<file path="src/rtl/axi4lite_reg_master.sv">
// axi4lite_reg_master: single-outstanding AXI4-Lite initiator behind a simple
// command/response port. All AXI and response outputs come straight from flops.
module axi4lite_reg_master #(
    parameter int         ADDR_WIDTH  = 32,
    parameter int         DATA_WIDTH  = 32,
    parameter logic [2:0] PROT_VALUE  = 3'b000,
    parameter logic [3:0] CACHE_VALUE = 4'b0000
) (
    input  logic                  ACLK,
    input  logic                  ARESET,
    // command port
    input  logic                  cmd_valid,
    output logic                  cmd_ready,
    input  logic                  cmd_write,
    input  logic [ADDR_WIDTH-1:0] cmd_addr,
    input  logic [DATA_WIDTH-1:0] cmd_wdata,
    input  logic [3:0]            cmd_wstrb,
    // response port
    output logic                  rsp_valid,
    input  logic                  rsp_ready,
    output logic                  rsp_write,
    output logic [DATA_WIDTH-1:0] rsp_rdata,
    output logic [1:0]            rsp_resp,
    output logic                  busy,
    // write address channel
    output logic [ADDR_WIDTH-1:0] AWADDR,
    output logic [3:0]            AWCACHE,
    output logic [2:0]            AWPROT,
    output logic                  AWVALID,
    input  logic                  AWREADY,
    // write data channel
    output logic [DATA_WIDTH-1:0] WDATA,
    output logic [3:0]            WSTRB,
    output logic                  WVALID,
    input  logic                  WREADY,
    // write response channel
    input  logic [1:0]            BRESP,
    input  logic                  BVALID,
    output logic                  BREADY,
    // read address channel
    output logic [ADDR_WIDTH-1:0] ARADDR,
    output logic [3:0]            ARCACHE,
    output logic [2:0]            ARPROT,
    output logic                  ARVALID,
    input  logic                  ARREADY,
    // read data channel
    input  logic [DATA_WIDTH-1:0] RDATA,
    input  logic [1:0]            RRESP,
    input  logic                  RVALID,
    output logic                  RREADY
);

    typedef enum logic [2:0] {
        IDLE,
        WR_REQ,
        WR_RESP,
        RD_REQ,
        RD_DATA,
        RSP
    } state_t;

    state_t state;
    state_t next_state;
    logic   aw_done;
    logic   w_done;
    logic   aw_done_nx;
    logic   w_done_nx;
    logic   cmd_accept;

    assign AWCACHE = CACHE_VALUE;
    assign ARCACHE = CACHE_VALUE;
    assign AWPROT  = PROT_VALUE;
    assign ARPROT  = PROT_VALUE;

    // Next-state decode; the AW and W channels complete independently in WR_REQ.
    always_comb begin
        next_state = state;
        cmd_accept = cmd_valid && cmd_ready;
        aw_done_nx = aw_done || (AWVALID && AWREADY);
        w_done_nx  = w_done  || (WVALID && WREADY);
        case (state)
            IDLE:    if (cmd_accept) next_state = cmd_write ? WR_REQ : RD_REQ;
            WR_REQ:  if (aw_done_nx && w_done_nx) next_state = WR_RESP;
            WR_RESP: if (BVALID && BREADY) next_state = RSP;
            RD_REQ:  if (ARVALID && ARREADY) next_state = RD_DATA;
            RD_DATA: if (RVALID && RREADY) next_state = RSP;
            RSP:     if (rsp_ready) next_state = IDLE;
            default: next_state = IDLE;
        endcase
    end

    // State register.
    always_ff @(posedge ACLK or posedge ARESET) begin
        if (ARESET) state <= IDLE;
        else        state <= next_state;
    end

    // Registered handshake, address/data and response outputs.
    // cmd_ready/busy are computed from next_state so that they are true flops,
    // yet still line up with the state they describe.
    always_ff @(posedge ACLK or posedge ARESET) begin
        if (ARESET) begin
            cmd_ready <= 1'b0;
            busy      <= 1'b0;
            AWADDR    <= '0;
            ARADDR    <= '0;
            WDATA     <= '0;
            WSTRB     <= '0;
            AWVALID   <= 1'b0;
            WVALID    <= 1'b0;
            BREADY    <= 1'b0;
            ARVALID   <= 1'b0;
            RREADY    <= 1'b0;
            aw_done   <= 1'b0;
            w_done    <= 1'b0;
            rsp_valid <= 1'b0;
            rsp_write <= 1'b0;
            rsp_rdata <= '0;
            rsp_resp  <= '0;
        end else begin
            cmd_ready <= (next_state == IDLE);
            busy      <= (next_state != IDLE);
            case (state)
                IDLE: begin
                    if (cmd_accept) begin
                        rsp_write <= cmd_write;
                        if (cmd_write) begin
                            AWADDR  <= cmd_addr;
                            WDATA   <= cmd_wdata;
                            WSTRB   <= cmd_wstrb;
                            AWVALID <= 1'b1;
                            WVALID  <= 1'b1;
                            aw_done <= 1'b0;
                            w_done  <= 1'b0;
                        end else begin
                            ARADDR  <= cmd_addr;
                            ARVALID <= 1'b1;
                        end
                    end
                end
                WR_REQ: begin
                    if (AWREADY) AWVALID <= 1'b0;
                    if (WREADY)  WVALID  <= 1'b0;
                    aw_done <= aw_done_nx;
                    w_done  <= w_done_nx;
                    if (aw_done_nx && w_done_nx) BREADY <= 1'b1;
                end
                WR_RESP: begin
                    if (BVALID) begin
                        rsp_resp  <= BRESP;
                        rsp_rdata <= '0;
                        BREADY    <= 1'b0;
                        rsp_valid <= 1'b1;
                    end
                end
                RD_REQ: begin
                    if (ARREADY) begin
                        ARVALID <= 1'b0;
                        RREADY  <= 1'b1;
                    end
                end
                RD_DATA: begin
                    if (RVALID) begin
                        rsp_rdata <= RDATA;
                        rsp_resp  <= RRESP;
                        RREADY    <= 1'b0;
                        rsp_valid <= 1'b1;
                    end
                end
                RSP: begin
                    if (rsp_ready) rsp_valid <= 1'b0;
                end
                default: ;
            endcase
        end
    end

endmodule

</file>
<file path="config.mk">
export PLATFORM = sky130hd
export DESIGN_NAME = axi4lite_reg_master
export DESIGN_NICKNAME = d
export VERILOG_FILES = /design/src/rtl/axi4lite_reg_master.sv
export SDC_FILE = /design/constraint.sdc
export NUM_CORES = 1
export LEC_CHECK = 0
export BUFFER_PORTS_ARGS = -buffer_cell sky130_fd_sc_hd__buf_2
export CORE_AREA = 2 2 127 129
export CTS_CLUSTER_SIZE = 24
export DETAILED_ROUTE_END_ITERATION = 7
export DIE_AREA = 0 0 129 131
export PLACE_DENSITY = 0.73
export SKIP_LAST_GASP = 1
export SLEW_MARGIN = 10
export SYNTH_ARGS = -nofsm -noshare
export SYNTH_HDL_FRONTEND = slang
export SYNTH_SLANG_ARGS = --single-unit
</file>
<file path="constraint.sdc">
create_clock -name ACLK -period 8.9 [get_ports ACLK]
set_input_delay 0.445 -clock ACLK [delete_from_list [all_inputs] [get_ports ACLK]]
set_output_delay 0.445 -clock ACLK [all_outputs]
set_load 0.01 [all_outputs]
</file>
# Word level (Yosys, flattened, before mapping)
# Cells that the tools add are included.
# W data, S select, Z words.
[word_totals]
ff_bits = 148
inputBits = 114
output_inout_bits = 157
elab_cells = 101
[op_classes]
eq_ne = 15
muxes = 38
n_bitwise = 1
n_reduce_logical = 29
[ops]
columns = ["cell", "count"]
rows = [
  ["$mux W32", 2],
  ["$pmux W32 S2", 1],
  ["$ne A2 B2 Y1 const B", 10],
  ["$mux W3", 6],
  ["$pmux W3 S6", 1],
  ["$reduce_and A3 Y1", 6],
  ["$mux W1", 16],
  ["$reduce_and A4 Y1", 4],
  ["$pmux W1 S2", 7],
  ["$reduce_bool A2 Y1", 5],
  ["$logic_and A1 B1 Y1", 7],
  ["$eq A3 B2 Y1 const B", 2],
  ["$eq A3 B3 Y1 const B", 2],
  ["$logic_not A3 Y1", 2],
  ["$mux W2", 3],
  ["$reduce_bool A3 Y1", 2],
  ["$pmux W2 S2", 1],
  ["$eq A3 B1 Y1 const B", 1],
  ["$pmux W1 S3", 1],
  ["$logic_or A1 B1 Y1", 2],
  ["$reduce_and A2 Y1", 1],
  ["$not A1 Y1", 1],
]

# Depth between registers and ports, before layout
# Gate-level depths: netlist of run 1.
[depth]
word_depth = 6
mapped_depth = 7
ltp_nobuf = 4

# Least setup slack after synthesis of run 1
# OpenSTA, ideal clock, no wires.
[synth_path]
kind = "input-to-reg"
from = "input port cmd_valid"
to = "register ARADDR[10]"
setup_ns = 0.125
t_arrival_ns = 1.487
t_required_ns = 8.775
slack_ns = 7.288
stages = 4
n_path_buf = 1
path_cell_list = "nand2_1 > nor4b_4 > buf_4 > mux2_2"
[synth_via]
elab_chain_cells = 2
[synth_lines]
columns = ["item", "line_no", "rtl"]
rows = [
  ["start: declaration", "12", "input logic cmd_valid,"],
  ["$logic_and A1 B1 Y1", "78", "cmd_accept = cmd_valid && cmd_ready;"],
  ["$reduce_and A3 Y1 (no line)", "--", ""],
  ["end signal: assignment", "136", "ARADDR <= cmd_addr;"],
  ["end: declaration", "41", "output logic [ADDR_WIDTH-1:0] ARADDR,"],
]
# Every way passes these cells.
# A chain may end at the register's enable or synchronous reset.

# Worst setup path in the final report of run 1
[layout_path]
from = "register state[0]"
to = "register AWADDR[29]"
[layout_via]
elab_chain_cells = 2
[layout_lines]
columns = ["item", "line_no", "rtl"]
rows = [
  ["start: declaration", "62", "state_t state;"],
  ["start signal: assignment", "95", "else state <= next_state;"],
  ["$logic_not A3 Y1", "123", "case (state)"],
  ["$reduce_and A3 Y1 (no line)", "--", ""],
  ["end signal: assignment", "128", "AWADDR <= cmd_addr;"],
  ["end: declaration", "26", "output logic [ADDR_WIDTH-1:0] AWADDR,"],
]
# Every way passes these cells.

==> results of run 1 <==
==> Yosys cell counts (all sizes together), types with 2 or more instances <==
cell type and count:
dfrtp 148, mux2 100, buf 35, a22o 32, nand2 15, o21ai 7
a21oi 5, a31oi 5, nand3b 4, a21o 3, inv 3, nand3 3
and4b 2, mux2i 2, nor2 2, nor2b 2, nor3b 2, nor4 2
nor4bb 2, or4 2
==> worst min-delay path by stage <==
stage | to | slack (ps) | from
2_1_floorplan | aw_done$_DFFE_PP0P_ | 460 | aw_done$_DFFE_PP0P_
3_3_place_gp | ARADDR[3]$_DFFE_PP0P_ | 460 | ARADDR[3]$_DFFE_PP0P_
3_5_place_dp | ARADDR[3]$_DFFE_PP0P_ | 480 | ARADDR[3]$_DFFE_PP0P_
4_1_cts | rsp_rdata[28]$_DFFE_PP0P_ | 140 | ARESET
5_1_grt | rsp_rdata[28]$_DFFE_PP0P_ | 150 | ARESET
6_report | rsp_rdata[25]$_DFFE_PP0P_ | 120 | ARESET
==> per-stage QoR <==
step / setup slack [ps] / util [%]
2_1_floorplan: 4475 / -
3_3_place_gp: 6391 / 47.70
3_5_place_dp: 6282 / 47.70
4_1_cts: 6283 / 51.67
5_1_grt: 6140 / 51.68
6_report: 6280 / 51.68
==> cells by family (layout without fill, tap and decap cells) <==
group                  count (synthesis)  in the layout  synth area share [%]
multiplexers                         102            102                 22.97
AO/OA/AOI/OAI                         55             55                 6.929
other                                  1             15               0.06181
buffers and inverters                 39            295                 4.764
AND/OR/NAND/NOR                       38             38                 4.228
flip-flops                           148            148                 61.04
==> layer usage <==
| layer | wire, um | up-vias | track usage (%) |
|---|---|---|---|
| li1 | - | 1865 | - |
| met2 | 7197 | 189 | 27.11 |
| met5 | 0 | - | 0 |
| met4 | 279 | 0 | 7.545 |
| met1 | 5862 | 2052 | 19.86 |
| met3 | 1043 | 24 | 5.537 |
==> state kept, by name, summed over array words and instances (netlist names), 2 cells and up <==
| name | flops |
|---|---|
| AWADDR | 32 |
| WDATA | 32 |
| state | 3 |
| rsp_resp | 2 |
| WSTRB | 4 |
| rsp_rdata | 32 |
| ARADDR | 32 |
==> power groups by stage <==
stage / registers, mW / clock network (mW) / logic [mW]
detailed placement: 1.17 / 0 / 1.06
global route: 1.21 / 0.797 / 1.13
floorplan: 1.28 / 0 / 0.523
CTS: 1.17 / 0.762 / 1.07
finish: 1.17 / 0.739 / 1.05
global placement: 1.16 / 0 / 1.03
==> cell type report <==
type	instances	area, sq um
repair buffers	260	1311
well taps	216	270.3
flip-flops and latches	148	3704
fillers	1332	7536
multi-input cells	209	2138
inverters	3	16.27
clock inverters	11	148.9
clock buffers	21	470.5
diodes	1	2.502
==> metrics.csv, run 1 <==
metric,value,unit
outcome,finished clean,
"EDFF count, synth",0,
H-tree depth,4,
Async SR Flop Fraction,100.0,%
worst r2r src,state[0]$_DFF_PP0_,
postcts setup bufs,0,
share of cells above drive strength 1,60.58,%
register share of total power,39.6,%
Die H,131,um
Yosys warning count,0,
RR Endpoint,AWADDR[29]$_DFFE_PP0P_,
PwrDens,367.1,nW/um^2
Final ANT Viol Nets,0,
Final Power,2.959,mW
VDD IR max,0.1451,mV
Critical Path Start,state[0]$_DFF_PP0_,
element type at the critical path end,flop,
initial antenna violation count,1,
CP Launch Type,flop,
syn_area_per_cell,15.84,sq um
Area after DPL,7440,sq um
crit path DAT,2910,ps
CP bufs+invs,1,
Logic pwr share,35.4,%
Hold Crit Class,primary input to asynchronous set/reset pin,
Pint,2.020,mW
minimum hold slack,118.9,ps
Psw,0.9393,mW
clk sinks,148,
CTS tree,yes,
"Clk pin slew, worst setup/hold paths",60,ps
Synth Flop Type,dfrtp_1,
largest net degree at the start of global routing,78,
vias in the first global route,4120,
Seq cells post-synth,148,
"Distinct cells, synth",33,
Die Footprint,16900,sq um
Pre-antenna DRT Iters,4,
Vias/cell,4.753,
die extent in x,129,um
Max-slew headroom,23.81,%
Worst setup endpoint,AWADDR[29]$_DFFE_PP0P_,
Max Clk Rate,381.7,MHz
GP Congestion,0.8251,
drt drc,0,
unrepaired setup endpoints after global routing,false,
most frequent cells in the layout,"buf_2, dfrtp_1, mux2_4",
Tcrit/Tclk final,29.43,%
share of the synthesized area in the top cell type,61.04,%
Clock Skew,5.828,ps
CP required,9190,ps
Finished Layout Cells,869,
grt ovf,0,
Ports,271,
crit-path max cell delay,750,ps
critical path's slowest cell,dfrtp_1,
post-synthesis instance area,6067,sq um
Pins Over Slew Limit,0,
Worst-Skew Late Latency,410,ps
CTS buffer count,17,
wire length per cell,16.55,um
core area,15600,sq um
post-route design area,8061,sq um
"Min Clock Period, post-route",2620,ps
Clock Tree Buf Depth,2,
FF-to-FF setup slack,6280,ps
final net count,753,
top post-synthesis cells by area,"dfrtp_1, mux2_4, mux2_2",
"Gates resized, CTS repair",0,
vias,4130,
Root Driver,clkbuf_16,
Max Cap Viol,0,
Setup-failing EPs final,0,
Synth Instances,383,
"Seq/Total Area, Yosys",61.04,%
Worst path depth,4,
Initial Utilization,38.90,%
family with the most delay on the worst path,flip-flops,
Synth-to-Final Area Change,32.87,%
R2R cell count,4,
dpl hpwl,10320,um
Setup TNS,0,ps
worst path cell trace,"nor4_4, nand2_4, buf_4, mux2_2",
CTS Hold Bufs,0,
FP Rows,46,
Clock power frac,25.0,%
WL final,14380,um
# port buffers,256,
Net Sw Frac,31.74,%
leakage power,4.340,nW
Synth area leader,dfrtp_1,
"commonest non-fill, non-tap cell in the layout",buf_2,
"Max FO, Critical Path",38,
Cells after DPL,836,
GRT Total Usage,16.52,%
initial DRC count,159,
final hold violation count,0,
Tightest Pin Transition,1143,ps
first-pass GRT wire length,21240,um
Crit Path Class,flop to flop,
(Power assumes the default switching activity.)
==> run 2, diff against run 1 <==
PLACE_DENSITY = 0.76   (was 0.73)
clock period = 2.19 ns   (was 8.9 ns; I/O delays follow)
==> run 2 against run 1 <==
  * Power grew to 4.1 times the previous value
  * Critical path type unchanged
  * Via count rose by 10%
  * Final area up 14%
  * Largest power group unchanged
==> metrics.csv, run 2 (same netlist as run 1, synthesis figures left out) <==
metric,value,unit
core area,15600,sq um
Die Footprint,16900,sq um
Clock Skew,7.472,ps
wire length per cell,16.20,um
Setup-failing EPs final,0,
Pins Over Slew Limit,0,
dpl hpwl,10040,um
Tightest Pin Transition,524.4,ps
crit path DAT,2250,ps
FP Rows,46,
Vias/cell,4.627,
Root Driver,clkbuf_16,
GP Congestion,0.8048,
CP required,2470,ps
grt ovf,0,
Ports,271,
vias,4544,
"commonest non-fill, non-tap cell in the layout",buf_2,
initial antenna violation count,0,
first-pass GRT wire length,24520,um
critical path's slowest cell,dlygate4sd3_1,
leakage power,4.809,nW
Clock Tree Buf Depth,2,
crit-path max cell delay,550,ps
initial DRC count,142,
CTS buffer count,17,
H-tree depth,4,
"Clk pin slew, worst setup/hold paths",70,ps
Final Power,12.13,mW
final net count,867,
most frequent cells in the layout,"buf_2, dfrtp_1, dlygate4sd3_1",
largest net degree at the start of global routing,77,
Final ANT Viol Nets,0,
postcts setup bufs,0,
Worst-Skew Late Latency,420,ps
Area after DPL,7548,sq um
Initial Utilization,38.90,%
outcome,finished clean,
share of cells above drive strength 1,52.87,%
vias in the first global route,4771,
Die H,131,um
"Max FO, Critical Path",11,
worst path cell trace,"buf_4, nor3b_2, buf_4, mux2i_1, dlygate4sd3_1, o21ai_0",
element type at the critical path end,flop,
Max Cap Viol,0,
final hold violation count,0,
unrepaired setup endpoints after global routing,false,
VDD IR max,0.6938,mV
"Min Clock Period, post-route",1970,ps
"most used cell, CP",buf_4,
Synth-to-Final Area Change,51.43,%
drt drc,0,
WL final,15910,um
Pre-antenna DRT Iters,4,
CTS tree,yes,
minimum hold slack,14.44,ps
Hold Crit Class,primary input to flop,
clk sinks,148,
Crit Path Class,flop to flop,
post-route design area,9188,sq um
antenna diode count,0,
die extent in x,129,um
GRT Total Usage,18.80,%
# port buffers,256,
Max Clk Rate,507.7,MHz
PwrDens,1321,nW/um^2
Tcrit/Tclk final,89.94,%
CP Launch Type,flop,
Setup TNS,0,ps
Max-slew headroom,65.04,%
FF-to-FF setup slack,220,ps
run 2: final cells by class:
cell class,instances,area [sq um]
timing repair buffer,374,2482
fill,1182,6410
clock buffer,17,425.4
tap,216,270.3
clock inverter,15,147.6
inverter,3,15.01
multi-input combinational,209,2143
sequential,148,3704
run 2: per-layer routing:
| layer | track usage, % | routed length (um) | part of all wire, % |
|---|---|---|---|
| met3 | 5.741 | 944 | 5.9 |
| met5 | 0 | 0 | 0 |
| met4 | 6.777 | 269 | 1.7 |
| met2 | 32.37 | 8200 | 52 |
| met1 | 22.41 | 6490 | 41 |
run 2: timing repair:
action,CTS,global route
hold endpoints to repair,284,0
endpoints found under the setup margin,0,1
hold buffers,106,0
gates resized for setup,0,1
run 2: stage by stage:
| stage | util, % | worst slack (ps) | cells |
|---|---|---|---|
| finish | 58.90 | 220.3 | 982 |
| global route | 58.90 | 118.0 | 982 |
| CTS | 58.87 | 120.7 | 982 |
| detailed placement | 48.40 | 414.9 | 844 |
| global placement | 48.40 | 443.4 | 844 |
| floorplan | - | 219.5 | 396 |
run 2: path summary, 6_finish.rpt:
kind / startpoint / end / cells past startpoint
max: state[2]$_DFF_PP0_ / rsp_resp[1]$_DFFE_PP0P_ / 6
min: BRESP[0] / rsp_resp[0]$_DFFE_PP0P_ / 3
max reg2reg: state[2]$_DFF_PP0_ / rsp_resp[1]$_DFFE_PP0P_ / 6
min reg2reg: ARADDR[3]$_DFFE_PP0P_ / ARADDR[3]$_DFFE_PP0P_ / 1
max in group asynchronous: ARESET / WDATA[9]$_DFFE_PP0P_ / 4
min in group asynchronous: ARESET / rsp_rdata[24]$_DFFE_PP0P_ / 4
run 2: critical path, delay by kind of cell (launching register included):
family / cells / cell delay (ps)
flip-flops: 1 / 430
multiplexers: 1 / 170
AO/OA/AOI/OAI: 1 / 80
AND/OR/NAND/NOR: 1 / 230
buffers and inverters: 3 / 920
run 2: report_power, final:
| group | internal [mW] | switching, mW |
|---|---|---|
| clock | 1.59 | 1.25 |
| sequential | 3.98 | 0.747 |
| combinational | 2.53 | 2.04 |
